==> src/rtl/sel_pri_arb_32x4_if.sv <==
`default_nettype none
// ==========================================================================
// sel_pri_arb_32x4_if : request / output-buffer bundle of the 4:1 arbiter.
// Revision 1.0
// ==========================================================================
interface sel_pri_arb_32x4_if #(
  parameter int WIDTH = 32
);
  logic [3:0]       req_valid;
  logic [3:0]       req_last;
  logic [3:0]       req_ready;
  logic [WIDTH-1:0] req_data0;
  logic [WIDTH-1:0] req_data1;
  logic [WIDTH-1:0] req_data2;
  logic [WIDTH-1:0] req_data3;
  logic             out_valid;
  logic             out_ready;
  logic [WIDTH-1:0] out_data;
  logic [3:0]       out_sel;
  logic             out_last;
  logic             out_trunc;

  modport master (
    input  req_valid, req_last, req_data0, req_data1, req_data2, req_data3, out_ready,
    output req_ready, out_valid, out_data, out_sel, out_last, out_trunc
  );

  modport slave (
    output req_valid, req_last, req_data0, req_data1, req_data2, req_data3, out_ready,
    input  req_ready, out_valid, out_data, out_sel, out_last, out_trunc
  );
endinterface
`default_nettype wire

==> src/rtl/sel_pri_arb_32x4.sv <==
`default_nettype none
// ==========================================================================
// sel_pri_arb_32x4 : fixed-priority 4:1 arbiter with burst lock, registered out.
// Revision 1.0
// ==========================================================================
module sel_pri_arb_32x4 #(
  parameter int WIDTH     = 32,
  parameter int MAX_BURST = 8
) (
  input  logic                 clk,
  input  logic                 reset,
  sel_pri_arb_32x4_if.master   bus
);
  localparam logic [0:0] c_IDLE      = 1'b0;
  localparam logic [0:0] c_LOCK      = 1'b1;
  localparam logic [7:0] c_MAX_BURST = 8'(MAX_BURST);
  localparam bit         c_CAN_LOCK  = (MAX_BURST > 1);

  logic [0:0]       state_q, state_d;
  logic [1:0]       grant_q, grant_d;
  logic [7:0]       count_q, count_d;
  logic             out_valid_q, out_valid_d;
  logic [WIDTH-1:0] out_data_q, out_data_d;
  logic [3:0]       out_sel_q, out_sel_d;
  logic             out_last_q, out_last_d;
  logic             out_trunc_q, out_trunc_d;

  logic             w_can_accept;
  logic             w_any_valid;
  logic [1:0]       w_win;
  logic [1:0]       w_src;
  logic [3:0]       w_ready;
  logic             w_accept;
  logic             w_beat_last;
  logic [7:0]       w_count_inc;
  logic [WIDTH-1:0] w_data;

  assign w_can_accept = !out_valid_q || bus.out_ready;
  assign w_any_valid  = |bus.req_valid;
  assign w_src        = (state_q == c_LOCK) ? grant_q : w_win;
  assign w_accept     = |(bus.req_valid & w_ready);
  assign w_beat_last  = bus.req_last[w_src];
  assign w_count_inc  = count_q + 8'd1;

  always_comb begin
    w_win = 2'd3;
    if (bus.req_valid[0])      w_win = 2'd0;
    else if (bus.req_valid[1]) w_win = 2'd1;
    else if (bus.req_valid[2]) w_win = 2'd2;
  end

  // A locked grantee is offered ready even when idle, so it may resume at will.
  always_comb begin
    w_ready = 4'b0000;
    if (!reset) begin
      if (state_q == c_LOCK)  w_ready[grant_q] = w_can_accept;
      else if (w_any_valid)   w_ready = (4'b0001 << w_win) & {4{w_can_accept}};
    end
  end

  always_comb begin
    case (w_src)
      2'd0:    w_data = bus.req_data0;
      2'd1:    w_data = bus.req_data1;
      2'd2:    w_data = bus.req_data2;
      default: w_data = bus.req_data3;
    endcase
  end

  always_comb begin
    state_d     = state_q;
    grant_d     = grant_q;
    count_d     = count_q;
    out_valid_d = out_valid_q;
    out_data_d  = out_data_q;
    out_sel_d   = out_sel_q;
    out_last_d  = out_last_q;
    out_trunc_d = out_trunc_q;
    if (w_accept) begin
      out_valid_d = 1'b1;
      out_data_d  = w_data;
      out_sel_d   = 4'b0001 << w_src;
      if (state_q == c_IDLE) begin
        if (!w_beat_last && c_CAN_LOCK) begin
          state_d     = c_LOCK;
          grant_d     = w_src;
          count_d     = 8'd1;
          out_last_d  = 1'b0;
          out_trunc_d = 1'b0;
        end else begin
          // Only reachable without req_last when MAX_BURST is 1.
          out_last_d  = 1'b1;
          out_trunc_d = !w_beat_last;
        end
      end else begin
        count_d = w_count_inc;
        if (w_beat_last || (w_count_inc == c_MAX_BURST)) begin
          state_d     = c_IDLE;
          count_d     = 8'd0;
          out_last_d  = 1'b1;
          out_trunc_d = !w_beat_last;
        end else begin
          out_last_d  = 1'b0;
          out_trunc_d = 1'b0;
        end
      end
    end else if (bus.out_ready) begin
      out_valid_d = 1'b0;
      out_sel_d   = 4'b0000;
      out_last_d  = 1'b0;
      out_trunc_d = 1'b0;
    end
  end

  always_ff @(posedge clk) begin
    if (reset) begin
      state_q     <= c_IDLE;
      grant_q     <= 2'd0;
      count_q     <= 8'd0;
      out_valid_q <= 1'b0;
      out_data_q  <= '0;
      out_sel_q   <= 4'b0000;
      out_last_q  <= 1'b0;
      out_trunc_q <= 1'b0;
    end else begin
      state_q     <= state_d;
      grant_q     <= grant_d;
      count_q     <= count_d;
      out_valid_q <= out_valid_d;
      out_data_q  <= out_data_d;
      out_sel_q   <= out_sel_d;
      out_last_q  <= out_last_d;
      out_trunc_q <= out_trunc_d;
    end
  end

  assign bus.req_ready = w_ready;
  assign bus.out_valid = out_valid_q;
  assign bus.out_data  = out_data_q;
  assign bus.out_sel   = out_sel_q;
  assign bus.out_last  = out_last_q;
  assign bus.out_trunc = out_trunc_q;
endmodule
`default_nettype wire

==> src/flat_wrapper.sv <==
// flat-port wrapper written by rule: the top's interface ports become plain ports
module sel_pri_arb_32x4_flat 
#(
  parameter int WIDTH     = 32,
  parameter int MAX_BURST = 8
)
  (clk, reset, bus_req_valid, bus_req_last, bus_req_data0, bus_req_data1, bus_req_data2, bus_req_data3, bus_out_ready, bus_req_ready, bus_out_valid, bus_out_data, bus_out_sel, bus_out_last, bus_out_trunc);
  sel_pri_arb_32x4_if #(.WIDTH(WIDTH)) bus_i ();
  input  logic clk;
  input  logic reset;
  input wire logic [$bits(bus_i.req_valid)-1:0] bus_req_valid;
  input wire logic [$bits(bus_i.req_last)-1:0] bus_req_last;
  input wire logic [$bits(bus_i.req_data0)-1:0] bus_req_data0;
  input wire logic [$bits(bus_i.req_data1)-1:0] bus_req_data1;
  input wire logic [$bits(bus_i.req_data2)-1:0] bus_req_data2;
  input wire logic [$bits(bus_i.req_data3)-1:0] bus_req_data3;
  input wire logic [$bits(bus_i.out_ready)-1:0] bus_out_ready;
  output wire logic [$bits(bus_i.req_ready)-1:0] bus_req_ready;
  output wire logic [$bits(bus_i.out_valid)-1:0] bus_out_valid;
  output wire logic [$bits(bus_i.out_data)-1:0] bus_out_data;
  output wire logic [$bits(bus_i.out_sel)-1:0] bus_out_sel;
  output wire logic [$bits(bus_i.out_last)-1:0] bus_out_last;
  output wire logic [$bits(bus_i.out_trunc)-1:0] bus_out_trunc;
  assign bus_i.req_valid = bus_req_valid;
  assign bus_i.req_last = bus_req_last;
  assign bus_i.req_data0 = bus_req_data0;
  assign bus_i.req_data1 = bus_req_data1;
  assign bus_i.req_data2 = bus_req_data2;
  assign bus_i.req_data3 = bus_req_data3;
  assign bus_i.out_ready = bus_out_ready;
  assign bus_req_ready = bus_i.req_ready;
  assign bus_out_valid = bus_i.out_valid;
  assign bus_out_data = bus_i.out_data;
  assign bus_out_sel = bus_i.out_sel;
  assign bus_out_last = bus_i.out_last;
  assign bus_out_trunc = bus_i.out_trunc;
  sel_pri_arb_32x4 #(.WIDTH(WIDTH), .MAX_BURST(MAX_BURST)) u_core (.clk(clk), .reset(reset), .bus(bus_i));
endmodule
==> config.mk <==
export PLATFORM = sky130hd
export DESIGN_NAME = sel_pri_arb_32x4_flat
export DESIGN_NICKNAME = d
export VERILOG_FILES = /design/src/rtl/sel_pri_arb_32x4_if.sv /design/src/rtl/sel_pri_arb_32x4.sv /design/src/flat_wrapper.sv
export SDC_FILE = /design/constraint.sdc
export NUM_CORES = 1
export LEC_CHECK = 0
export ABC_AREA = 1
export BUFFER_PORTS_ARGS = -buffer_cell sky130_fd_sc_hd__buf_2
export CAP_MARGIN = 30
export CORE_MARGIN = 2
export CORE_UTILIZATION = 47
export CTS_CLUSTER_DIAMETER = 150
export CTS_CLUSTER_SIZE = 20
export DETAILED_ROUTE_END_ITERATION = 12
export GPL_ROUTABILITY_DRIVEN = 0
export PLACE_DENSITY = 0.88
export SKIP_CTS_REPAIR_TIMING = 1
export SLEW_MARGIN = 20
export SYNTH_ARGS = -nofsm -noshare
export SYNTH_HDL_FRONTEND = slang
export SYNTH_SLANG_ARGS = --single-unit
==> constraint.sdc <==
create_clock -name clk -period 2.5 [get_ports clk]
set_clock_uncertainty 0.1 [all_clocks]
set_input_delay 0.25 -clock clk [delete_from_list [all_inputs] [get_ports clk]]
set_output_delay 0.25 -clock clk [all_outputs]
set_load 0.02 [all_outputs]
; Word level (Yosys, flattened, before mapping)
; Index checks and enable logic that the tools add are counted.
[op_classes]
n_addsub = 1
n_lt_le_gt_ge = 3
eq_ne = 4
shifts = 2
muxes = 30
bitwise = 5
reduce_logical = 11
[ops]
columns = cell, count
row1 = 32-bit case mux with 3 select lines, 1
row2 = 8-bit 2-to-1 mux, 3
row3 = 4-bit 2-to-1 mux, 5
row4 = 1-bit 2-to-1 mux, 16
row5 = 4-bit bitwise AND, 3
row6 = 8-bit by 1-bit adder with 8-bit output (second input constant), 1
row7 = 8-bit by 4-bit == test with 1-bit output (second input constant), 1
row8 = 4-bit OR reduction, 2
row9 = 1-bit by 2-bit << shifter with 4-bit output (first input constant), 2
row10 = 2-bit by 3-bit less-than comparator with 1-bit output (second input constant), 2
row11 = 2-bit 2-to-1 mux, 3
row12 = 3-bit AND reduction, 1
row13 = 1-bit binary-select mux with 2-bit select, 1
row14 = 1-bit demux with 2-bit select, 1
row15 = 2-bit by 1-bit == test with 1-bit output (second input constant), 1
row16 = 2-bit == test (second input constant), 1
row17 = 2-bit by 1-bit greater-or-equal comparator with 1-bit output (second input constant), 1
row18 = 1-bit zero test, 2
row19 = 2-bit zero test, 1
row20 = 1-bit logical OR, 2
row21 = 2-bit by 1-bit inequality test with 1-bit output (second input constant), 1
row22 = 1-bit inverter, 2
row23 = 2-bit AND reduction, 1
row24 = 2-bit nonzero test, 1
row25 = 1-bit logical AND, 1
[totals]
regBits = 50
in_bits = 139
out_inout_bits = 43
word_cells = 64

; Depth between registers and ports, before layout
; Gate-level depths: netlist (run 1).
[depth]
depth_word = 11
ltp_mapped = 14
depth_no_buf = 13

; Worst setup path before layout (run 1)
; Ideal clock, no wire load.
[synth_timing]
kind = register to output
from = register u_core.state_q
to = output port bus_req_ready[1]
arrival_time_ps = 1552
required_time_ps = 2150
slack_ps = 598
path_stages_with_launch = 8
path_buffers = 2
path_cell_list = dfxtp_1 buf_4 inv_4 nand3_1 nand2_2 clkbuf_1 inv_1 nor3_1
[synth_between]
elab_chain_len = 2
[synth_lines]
columns = element, line_no
row1 = "start, declared", sel_pri_arb_32x4.sv:19  ; logic [0:0] state_q, state_d;
row2 = "start signal, assigned", sel_pri_arb_32x4.sv:117  ; state_q <= c_IDLE;
row3 = "start signal, assigned", sel_pri_arb_32x4.sv:126  ; state_q <= state_d;
row4 = 4-bit 2-to-1 mux, sel_pri_arb_32x4.sv:56  ; if (state_q == c_LOCK) w_ready[grant_q] = w_can_accept;
row5 = 4-bit 2-to-1 mux, sel_pri_arb_32x4.sv:55  ; if (!reset) begin
row6 = "end, declared", flat_wrapper.sv:18  ; output wire logic [$bits(bus_i.req_ready)-1:0] bus_req_ready;
; No other way between the ends.

; Worst setup path in the final report (run 1)
[layout_timing]
from = register u_core.state_q
to = output port bus_req_ready[2]
; The elaborated chain is that of the path after synthesis.

==> impl_metrics.tcl, run 1 <==
set metrics [dict create \
    critPathLaunchType "flip-flop" \
    p_per_area_nw_per_um2 546 \
    reg2reg_depth 9 \
    synthTopCellsByCount "154 x nand2_1, 82 x a21oi_1, 50 x dfxtp_1" \
    outcome "completed" \
    netlist.area_leader.share 0.333 \
    htreeDepth 2 \
    io_pins 182 \
    slowest_delay_ns 0.58 \
    crit_fanout 33 \
    io_buffers 181 \
    setup_viol 0 \
    syn_area_um2 3010 \
    drt-vias-per-instance 5.27 \
    ys_seq_area_frac 0.333 \
    clock_sinks 50 \
    grt_start_max_net_pins 34 \
    coreArea_um2 6280 \
    cts_tree "yes" \
    grt_pass1_vias 3750 \
    crit_type "flip-flop to output pin" \
    cts.path.max_buffers 2 \
    maxSlewViolCount 0 \
    ir_worst_vdd_uv 317 \
    die_h_um 84.0 \
    crit_top_cell "nand2_2" \
    syn_inst 476 \
    finalWorstSetupSlack_ns 0.104 \
    finalCriticalPeriod_ns 2.40 \
    layout.nets 790 \
    rrSetupSlack_ns 0.29 \
    syn_area_per_cell_um2 6.31 \
    min-delay-path-class "input pin to flip-flop" \
    cp_data_required_time_ns 2.15 \
    yosysMostFrequentCell "nand2_1" \
    register_area_um2 1000 \
    grt_overflow 0 \
    grt_first_pass_wirelength_um 16400 \
    wl_per_cell_um 13.8 \
    clk_latency_ns 0.31 \
    vias 3832 \
    finalCritPeriodShare 0.958 \
    multiInputGateArea_um2 1750 \
    firstDrtPassIters 5 \
    yosys.area.top_type "dfxtp_1" \
    grt_util_all_layers 0.283 \
    drc 0 \
    start_util 0.479 \
    slew_headroom 0.618 \
    rsz0062_at_grt "false" \
    synth_seq_cells 50 \
    fillCellCount 569 \
    clk_pin_slew_ns 0.10 \
    utilization 0.647 \
    tightest_slew_ns 0.572 \
    ys_top_cells_by_area "dfxtp_1 33%, nand2_1 19%, a21oi_1 14%, nand3_1 7.3%, o21ai_0 6.7%" \
    dp.final_hpwl_um 7800 \
    area_growth_pct 35.2 \
    syn-num-nets 617 \
    drt_iter0_drc 275 \
    numCtsBuffers 5 \
    dieArea_um2 7050 \
    hold_viol 0 \
    path_cells "nand2_2 > or2_1 > nand2_2 > buf_4 > nand2_1 > inv_1 > buf_2" \
    ant_nets 0 \
    setup-tns-final_ns 0 \
    worst_ep_arrival_time_ns 2.05 \
    die_x_um 84.0 \
    async_flop_share 0 \
    drive_gt1_frac 0.338 \
    synth_edf_count 0 \
    ys_warn_count 0 \
    leakage_nw 2.15 \
    synth_top_flop_cell "dfxtp_1" \
    ys_types 29 \
    root_buffer "clkbuf_8" \
    num_rows 29 \
    n_antenna_cell 0 \
    routed_wl_um 10100 \
    holdPathStages 3 \
    slowest_stage "dfxtp_1" \
    antenna_found_initial 0 \
    maxCapViolCount 0 \
    worstSetupEndpointType "output pin" \
    fin_worst_hold_slack_ns 0.105 \
    max_freq_ghz 0.417 \
    dp_slack_ns 0.363 \
]
-- kinds of logic (layout without fill, tap and decap cells) --
| kind of cell | count (synthesis) | count (layout) | share of synthesized area |
|---|---|---|---|
| AO/OA/AOI/OAI | 126 | 126 | 0.213 |
| adder cells (fa/ha/maj) | 2 | 2 | 0.00833 |
| buffers and inverters | 54 | 228 | 0.0849 |
| AND/OR/NAND/NOR | 242 | 242 | 0.355 |
| XOR/XNOR | 2 | 2 | 0.00583 |
| flip-flops | 50 | 50 | 0.333 |
-- metrics by stage --
stage	instance area, um^2	power (W)	cells
5_1_grt	4060	0.00235	727
6_report	4060	0.00222	727
2_1_floorplan	3010	0.00139	476
4_1_cts	4060	0.00223	727
3_3_place_gp	3950	0.00164	719
3_5_place_dp	3950	0.00166	719
-- power breakdown --
part | leakage, nW | total, W | internal, W | switching, W
registers | 0.410 | 0.000917 | 0.000869 | 0.0000486
clock network | 0.0514 | 0.000569 | 0.000299 | 0.000271
logic | 1.69 | 0.000732 | 0.000278 | 0.000454
-- path summary, 6_finish.rpt --
kind,start,to
max,u_core.state_q$_SDFFE_PP0P_,bus_req_ready[2]
max reg2reg,u_core.state_q$_SDFFE_PP0P_,u_core.bus.out_data[24]$_SDFFE_PP0P_
min,bus_req_data3[31],u_core.bus.out_data[31]$_SDFFE_PP0P_
min reg2reg,u_core.bus.out_sel[0]$_SDFFE_PP0P_,u_core.bus.out_sel[0]$_SDFFE_PP0P_
-- placed cells by master (no fill, tap or decap), types with 4 or more instances in the layout --
cell / n
dfxtp_1: 50
nand3_1: 44
nand2_1: 154
clkbuf_8: 5
a21oi_1: 82
nor2_1: 22
nand2_2: 5
nor2_4: 4
buf_4: 9
nand3_2: 4
o21ai_0: 40
buf_2: 181
inv_1: 24
-- cell type report --
| cell class | instances | area share |
|---|---|---|
| clock buffers | 6 | 0.0179 |
| clock inverters | 2 | 0.00924 |
| inverters | 29 | 0.0274 |
| multi-input cells | 372 | 0.431 |
| flip-flops and latches | 50 | 0.246 |
| well taps | 77 | 0.0237 |
| repair buffers | 191 | 0.244 |
-- per-layer routing --
layer	vias to the layer above	track usage	share of wire
met5	-	0	0
met4	0	0.151	0.049
met3	37	0.0574	0.057
met2	164	0.515	0.50
met1	1711	0.306	0.39
li1	1920	-	-
-- critical path: cells and delay by family (launching register included) --
| family | cells | cell delay [ns] |
|---|---|---|
| flip-flops | 1 | 0.58 |
| buffers and inverters | 3 | 0.58 |
| AND/OR/NAND/NOR | 4 | 0.57 |
-- flip-flops by register name (all words and copies together) (netlist names) --
| register | count |
|---|---|
| u_core.count_q | 8 |
| u_core.state_q | 1 |
| u_core.bus.out_data | 32 |
| u_core.grant_q | 2 |
| u_core.bus.out_trunc | 1 |
| u_core.bus.out_valid | 1 |
| u_core.bus.out_sel | 4 |
| u_core.bus.out_last | 1 |
Power figures use the tool's default switching activity.
==> inputs of run 2 (changes only) <==
--- a/config.mk
+++ b/config.mk
@@ -10,10 +10,12 @@
 export CAP_MARGIN = 30
 export CORE_MARGIN = 2
 export CORE_UTILIZATION = 47
+export CTS_BUF_LIST = sky130_fd_sc_hd__clkbuf_16
 export CTS_CLUSTER_DIAMETER = 150
 export CTS_CLUSTER_SIZE = 20
 export DETAILED_ROUTE_END_ITERATION = 12
 export GPL_ROUTABILITY_DRIVEN = 0
+export MAX_ROUTING_LAYER = met4
 export PLACE_DENSITY = 0.88
 export SKIP_CTS_REPAIR_TIMING = 1
 export SLEW_MARGIN = 20
==> run 2 against run 1 <==
Effect of this change:
- flip-flop and latch count unchanged
- sequential power about the same
- combinational power about the same
- routed wire length up 1.0%
- critical endpoint unchanged
==> impl_metrics.tcl, run 2 (synthesized netlist as in run 1, its figures left out) <==
set metrics [dict create \
    outcome "completed" \
    fin_area_um2 4120 \
    slowest_delay_ns 0.57 \
    placed_area_um2 3950 \
    min-delay-path-class "input pin to flip-flop" \
    grt_start_max_net_pins 34 \
    num_rows 29 \
    routed_wl_um 10200 \
    p_per_area_nw_per_um2 585 \
    antenna_found_initial 0 \
    max_freq_ghz 0.422 \
    n_antenna_cell 0 \
    worst_ep_arrival_time_ns 2.02 \
    grt_pass1_vias 3770 \
    fin_worst_hold_slack_ns 0.130 \
    layout.cells.non_filler 727 \
    dieArea_um2 7050 \
    crit_fanout 33 \
    grt_first_pass_wirelength_um 16500 \
    cp_data_required_time_ns 2.15 \
    grt_util_all_layers 0.294 \
    leakage_nw 2.18 \
    hold_viol 0 \
    clock_sinks 50 \
    area_growth_pct 37.1 \
    path_cells "nand2_2 > or2_1 > nand2_2 > buf_4 > nand2_1 > inv_1 > buf_2" \
    drc 0 \
    fillCellCount 568 \
    final_common_cell "buf_2" \
    maxSlewViolCount 0 \
    dp_cells 719 \
    ant_nets 0 \
    firstDrtPassIters 5 \
    dp.final_hpwl_um 7800 \
    drive_gt1_frac 0.338 \
    rsz0062_at_grt "false" \
    clk_pin_slew_ns 0.07 \
    drt-vias-per-instance 5.30 \
    io_pins 182 \
    finalCriticalPeriod_ns 2.37 \
    root_buffer "clkbuf_16" \
    die_x_um 84.0 \
    cts_tree "yes" \
    coreArea_um2 6280 \
    grt_overflow 0 \
    vias 3856 \
    clk_latency_ns 0.29 \
    drt_iter0_drc 273 \
    layout.nets 790 \
    final_cell_mix "181 x buf_2, 154 x nand2_1, 82 x a21oi_1" \
    ir_worst_vdd_uv 323 \
    setup-tns-final_ns 0 \
    slowest_stage "dfxtp_1" \
    wl_per_cell_um 14.0 \
    io_buffers 181 \
    start_util 0.479 \
    setup_viol 0 \
    slew_headroom 0.624 \
    crit_top_cell "nand2_2" \
    finalCritPeriodShare 0.948 \
    htreeDepth 2 \
    tightest_slew_ns 0.564 \
    maxCapViolCount 0 \
    critPathLaunchType "flip-flop" \
    numCtsBuffers 5 \
    worstSetupEndpointType "output pin" \
    crit_type "flip-flop to output pin" \
    die_h_um 84.0 \
    cts.path.max_buffers 2 \
    largest_reg_flops 32 \
]
## run 2: layout make-up
type	instances	area, um^2	share of cell area
Sequential cell	50	1000	0.243
Tap cell	77	96.3	0.0234
Clock inverter	3	41.3	0.0100
Inverter	29	111	0.0270
Clock buffer	5	125	0.0304
Multi-Input combinational cell	372	1750	0.425
Timing Repair Buffer	191	993	0.241
## run 2: path summary, 6_finish.rpt
check,startpoint,end,slack (ns),depth (start not counted)
worst min-delay path,bus_req_data3[31],u_core.bus.out_data[31]$_SDFFE_PP0P_,0.13,3
worst max register to register,u_core.state_q$_SDFFE_PP0P_,u_core.bus.out_data[24]$_SDFFE_PP0P_,0.31,8
worst min register to register,u_core.bus.out_sel[0]$_SDFFE_PP0P_,u_core.bus.out_sel[0]$_SDFFE_PP0P_,0.36,2
worst max-delay path,u_core.state_q$_SDFFE_PP0P_,bus_req_ready[2],0.13,7
## run 2: routing by layer
metal | share of wire | track usage | vias to the layer above
met2 | 0.50 | 0.518 | 194
met4 | 0.049 | 0.166 | 0
met1 | 0.38 | 0.318 | 1701
met3 | 0.062 | 0.0356 | 43
met5 | 0 | - | -
li1 | - | - | 1918
## run 2: critical path, delay by kind of cell (launching register included)
| kind | cells | cell delay (ns) |
|---|---|---|
| DFF | 1 | 0.57 |
| and+or+nand+nor | 4 | 0.57 |
| buffers and inverters | 3 | 0.58 |
## run 2: report_power, final
part | switching, W | internal (W)
registers | 0.0000496 | 0.000870
logic | 0.000456 | 0.000278
clock network | 0.000290 | 0.000468
total | 0.000796 | 0.00162
## run 2: through the flow
stage / power [W] / setup WS (ns) / utilization
final: 0.00241 / 0.129 / 0.656
after global placement: 0.00164 / 0.509 / 0.630
after floorplan: 0.00139 / 0.598 / -
after global routing: 0.00255 / 0.0585 / 0.656
after detailed placement: 0.00166 / 0.363 / 0.630
after CTS: 0.00242 / 0.150 / 0.656
==> inputs of run 3 (changes only) <==
--- a/config.mk
+++ b/config.mk
@@ -7,7 +7,7 @@
 export LEC_CHECK = 0
 export ABC_AREA = 1
 export BUFFER_PORTS_ARGS = -buffer_cell sky130_fd_sc_hd__buf_2
-export CAP_MARGIN = 30
+export CAP_MARGIN = 20
 export CORE_MARGIN = 2
 export CORE_UTILIZATION = 47
 export CTS_BUF_LIST = sky130_fd_sc_hd__clkbuf_16
@@ -15,6 +15,7 @@
 export CTS_CLUSTER_SIZE = 20
 export DETAILED_ROUTE_END_ITERATION = 12
 export GPL_ROUTABILITY_DRIVEN = 0
+export GPL_TIMING_DRIVEN = 0
 export MAX_ROUTING_LAYER = met4
 export PLACE_DENSITY = 0.88
 export SKIP_CTS_REPAIR_TIMING = 1
==> run 3 against run 2 <==
Effect of this change:
- critical path depth rose by 2
- register-to-register slack improved by 0.11 ns
- flip-flop and latch count did not move
- clock power fell by 11%
- worst setup slack got worse by 0.0032 ns
- routed wire length rose by 11%
- die area did not move
- count of clock-buffer cells in the layout did not move
- first-iteration DRC count fell by 7.7%
- final cell count rose by 2.5%
- largest power group unchanged
==> impl_metrics.tcl, run 3 (synthesized netlist as in run 1, its figures left out) <==
set metrics [dict create \
    tightest_slew_ns 0.492 \
    p_int_w 0.00153 \
    grt_util_all_layers 0.318 \
    drc 0 \
    drt-vias-per-instance 5.35 \
    drt_iter0_drc 252 \
    finalCriticalPeriod_ns 2.37 \
    crit_type "flip-flop to output pin" \
    vias 3989 \
    cp_data_required_time_ns 2.15 \
    rrSetupSlack_ns 0.42 \
    io_buffers 180 \
    clk_pin_slew_ns 0.07 \
    final_cell_mix "190 x buf_2, 154 x nand2_1, 82 x a21oi_1" \
    worstSetupEndpointType "output pin" \
    worst_r2r_endpoint "u_core.bus.out_data[15]$_SDFFE_PP0P_" \
    grt_first_pass_wirelength_um 17800 \
    dieArea_um2 7050 \
    dp_slack_ns 0.447 \
    die_x_um 84.0 \
    firstDrtPassIters 5 \
    htreeDepth 2 \
    finalWorstSetupSlack_ns 0.126 \
    power.switching_w 0.000831 \
    clock_sinks 50 \
    finalCritPeriodShare 0.950 \
    coreArea_um2 6280 \
    min-delay-path-class "input pin to flip-flop" \
    outcome "completed" \
    netSwitchingFraction 0.352 \
    largest_reg_flops 32 \
    power_w 0.00236 \
    crit-reg2reg-launch "u_core.state_q$_SDFFE_PP0P_" \
    slew_headroom 0.672 \
    worstSetupStartpoint "u_core.state_q$_SDFFE_PP0P_" \
    p_per_area_nw_per_um2 567 \
    critPathLaunchType "flip-flop" \
    crit_fanout 10 \
    dp_cells 733 \
    antenna_found_initial 4 \
    routed_wl_um 11200 \
    numCtsBuffers 5 \
    final_common_cell "buf_2" \
    die_h_um 84.0 \
    crit_end "bus_req_ready[1]" \
    max_freq_ghz 0.421 \
    hold_viol 0 \
    setup-tns-final_ns 0 \
    slowest_stage "clkbuf_1" \
    layout.cells.non_filler 745 \
    start_util 0.479 \
    grt_pass1_vias 3992 \
    cts.path.max_buffers 2 \
    ant_nets 0 \
    ir_worst_vdd_uv 314 \
    path_cells "buf_4 > nand2_4 > inv_2 > nand2_1 > nand2_2 > clkbuf_1 > inv_1 > nor3_1 > buf_2" \
    root_buffer "clkbuf_16" \
    p_seq_frac 0.387 \
    cts_tree "yes" \
    setup_viol 0 \
    drive_gt1_frac 0.340 \
    area_growth_pct 38.4 \
    worst_ep_arrival_time_ns 2.02 \
    io_pins 182 \
    clk_latency_ns 0.29 \
    layout.nets 804 \
    rsz0062_at_grt "false" \
    maxCapViolCount 0 \
    grt_start_max_net_pins 17 \
    wl_per_cell_um 15.1 \
    dp.final_hpwl_um 8710 \
    maxSlewViolCount 0 \
    reg2reg_depth 10 \
    combPwrFrac 0.326 \
    power_frac_clock 0.288 \
    num_rows 29 \
    grt_overflow 0 \
    leakage_nw 2.21 \
    slowest_delay_ns 0.39 \
]
## run 3: cell types whose count changed in the layout (fill, tap and decap cells not counted), sizes merged
cell	previous run	this run
bufinv	1	0
diode	0	4
clkinv	1	4
clkbuf	5	12
buf	191	198
clkinvlp	1	0
inv	29	28
## run 3: worst min path at each step
stage,from,to,slack [ns],cells past startpoint
after floorplan,bus_out_ready,u_core.bus.out_trunc$_SDFFE_PP0P_,0.32,3
after global placement,u_core.bus.out_data[21]$_SDFFE_PP0P_,u_core.bus.out_data[21]$_SDFFE_PP0P_,0.35,2
after detailed placement,u_core.bus.out_data[8]$_SDFFE_PP0P_,u_core.bus.out_data[8]$_SDFFE_PP0P_,0.36,2
after CTS,bus_req_data3[1],u_core.bus.out_data[1]$_SDFFE_PP0P_,0.13,3
after global routing,bus_req_data3[1],u_core.bus.out_data[1]$_SDFFE_PP0P_,0.13,3
final,bus_req_data3[31],u_core.bus.out_data[31]$_SDFFE_PP0P_,0.13,3
## run 3: power groups by stage
stage | sequential [W] | clock, W | combinational, W
after floorplan | 0.00100 | 0 | 0.000386
after global placement | 0.000922 | 0 | 0.000737
after detailed placement | 0.000924 | 0 | 0.000755
after CTS | 0.000909 | 0.000675 | 0.000759
after global routing | 0.000918 | 0.000709 | 0.000842
final | 0.000911 | 0.000678 | 0.000768
## run 3: layout make-up
| class | count | area, um^2 |
|---|---|---|
| fill | 555 | 2120 |
| multi-input combinational | 372 | 1750 |
| antenna | 4 | 10.0 |
| sequential | 50 | 1000 |
| inverter | 29 | 111 |
| tap | 77 | 96.3 |
| buffer | 25 | 144 |
| clock buffer | 5 | 125 |
| clock inverter | 3 | 21.3 |
| timing repair buffer | 180 | 901 |
## run 3: critical path: cells and delay by family, from the launching register on
family	cells	cell delay (ns)
buffers and inverters	5	0.90
DFF	1	0.31
and+or+nand+nor	4	0.50
## run 3: stage by stage
stage	hold slack, ns	util	area [um^2]
3_3_place_gp	0.347	0.638	4000
4_1_cts	0.126	0.661	4150
6_report	0.127	0.663	4160
3_5_place_dp	0.355	0.638	4000
2_1_floorplan	0.320	-	3010
5_1_grt	0.133	0.663	4160
## run 3: per-layer routing
layer | vias to the layer above | routed length, um | global-route usage
met3 | 34 | 851 | 0.0564
met5 | - | 0 | -
met2 | 199 | 5800 | 0.576
met4 | 0 | 386 | 0.147
met1 | 1809 | 4190 | 0.336
li1 | 1947 | - | -
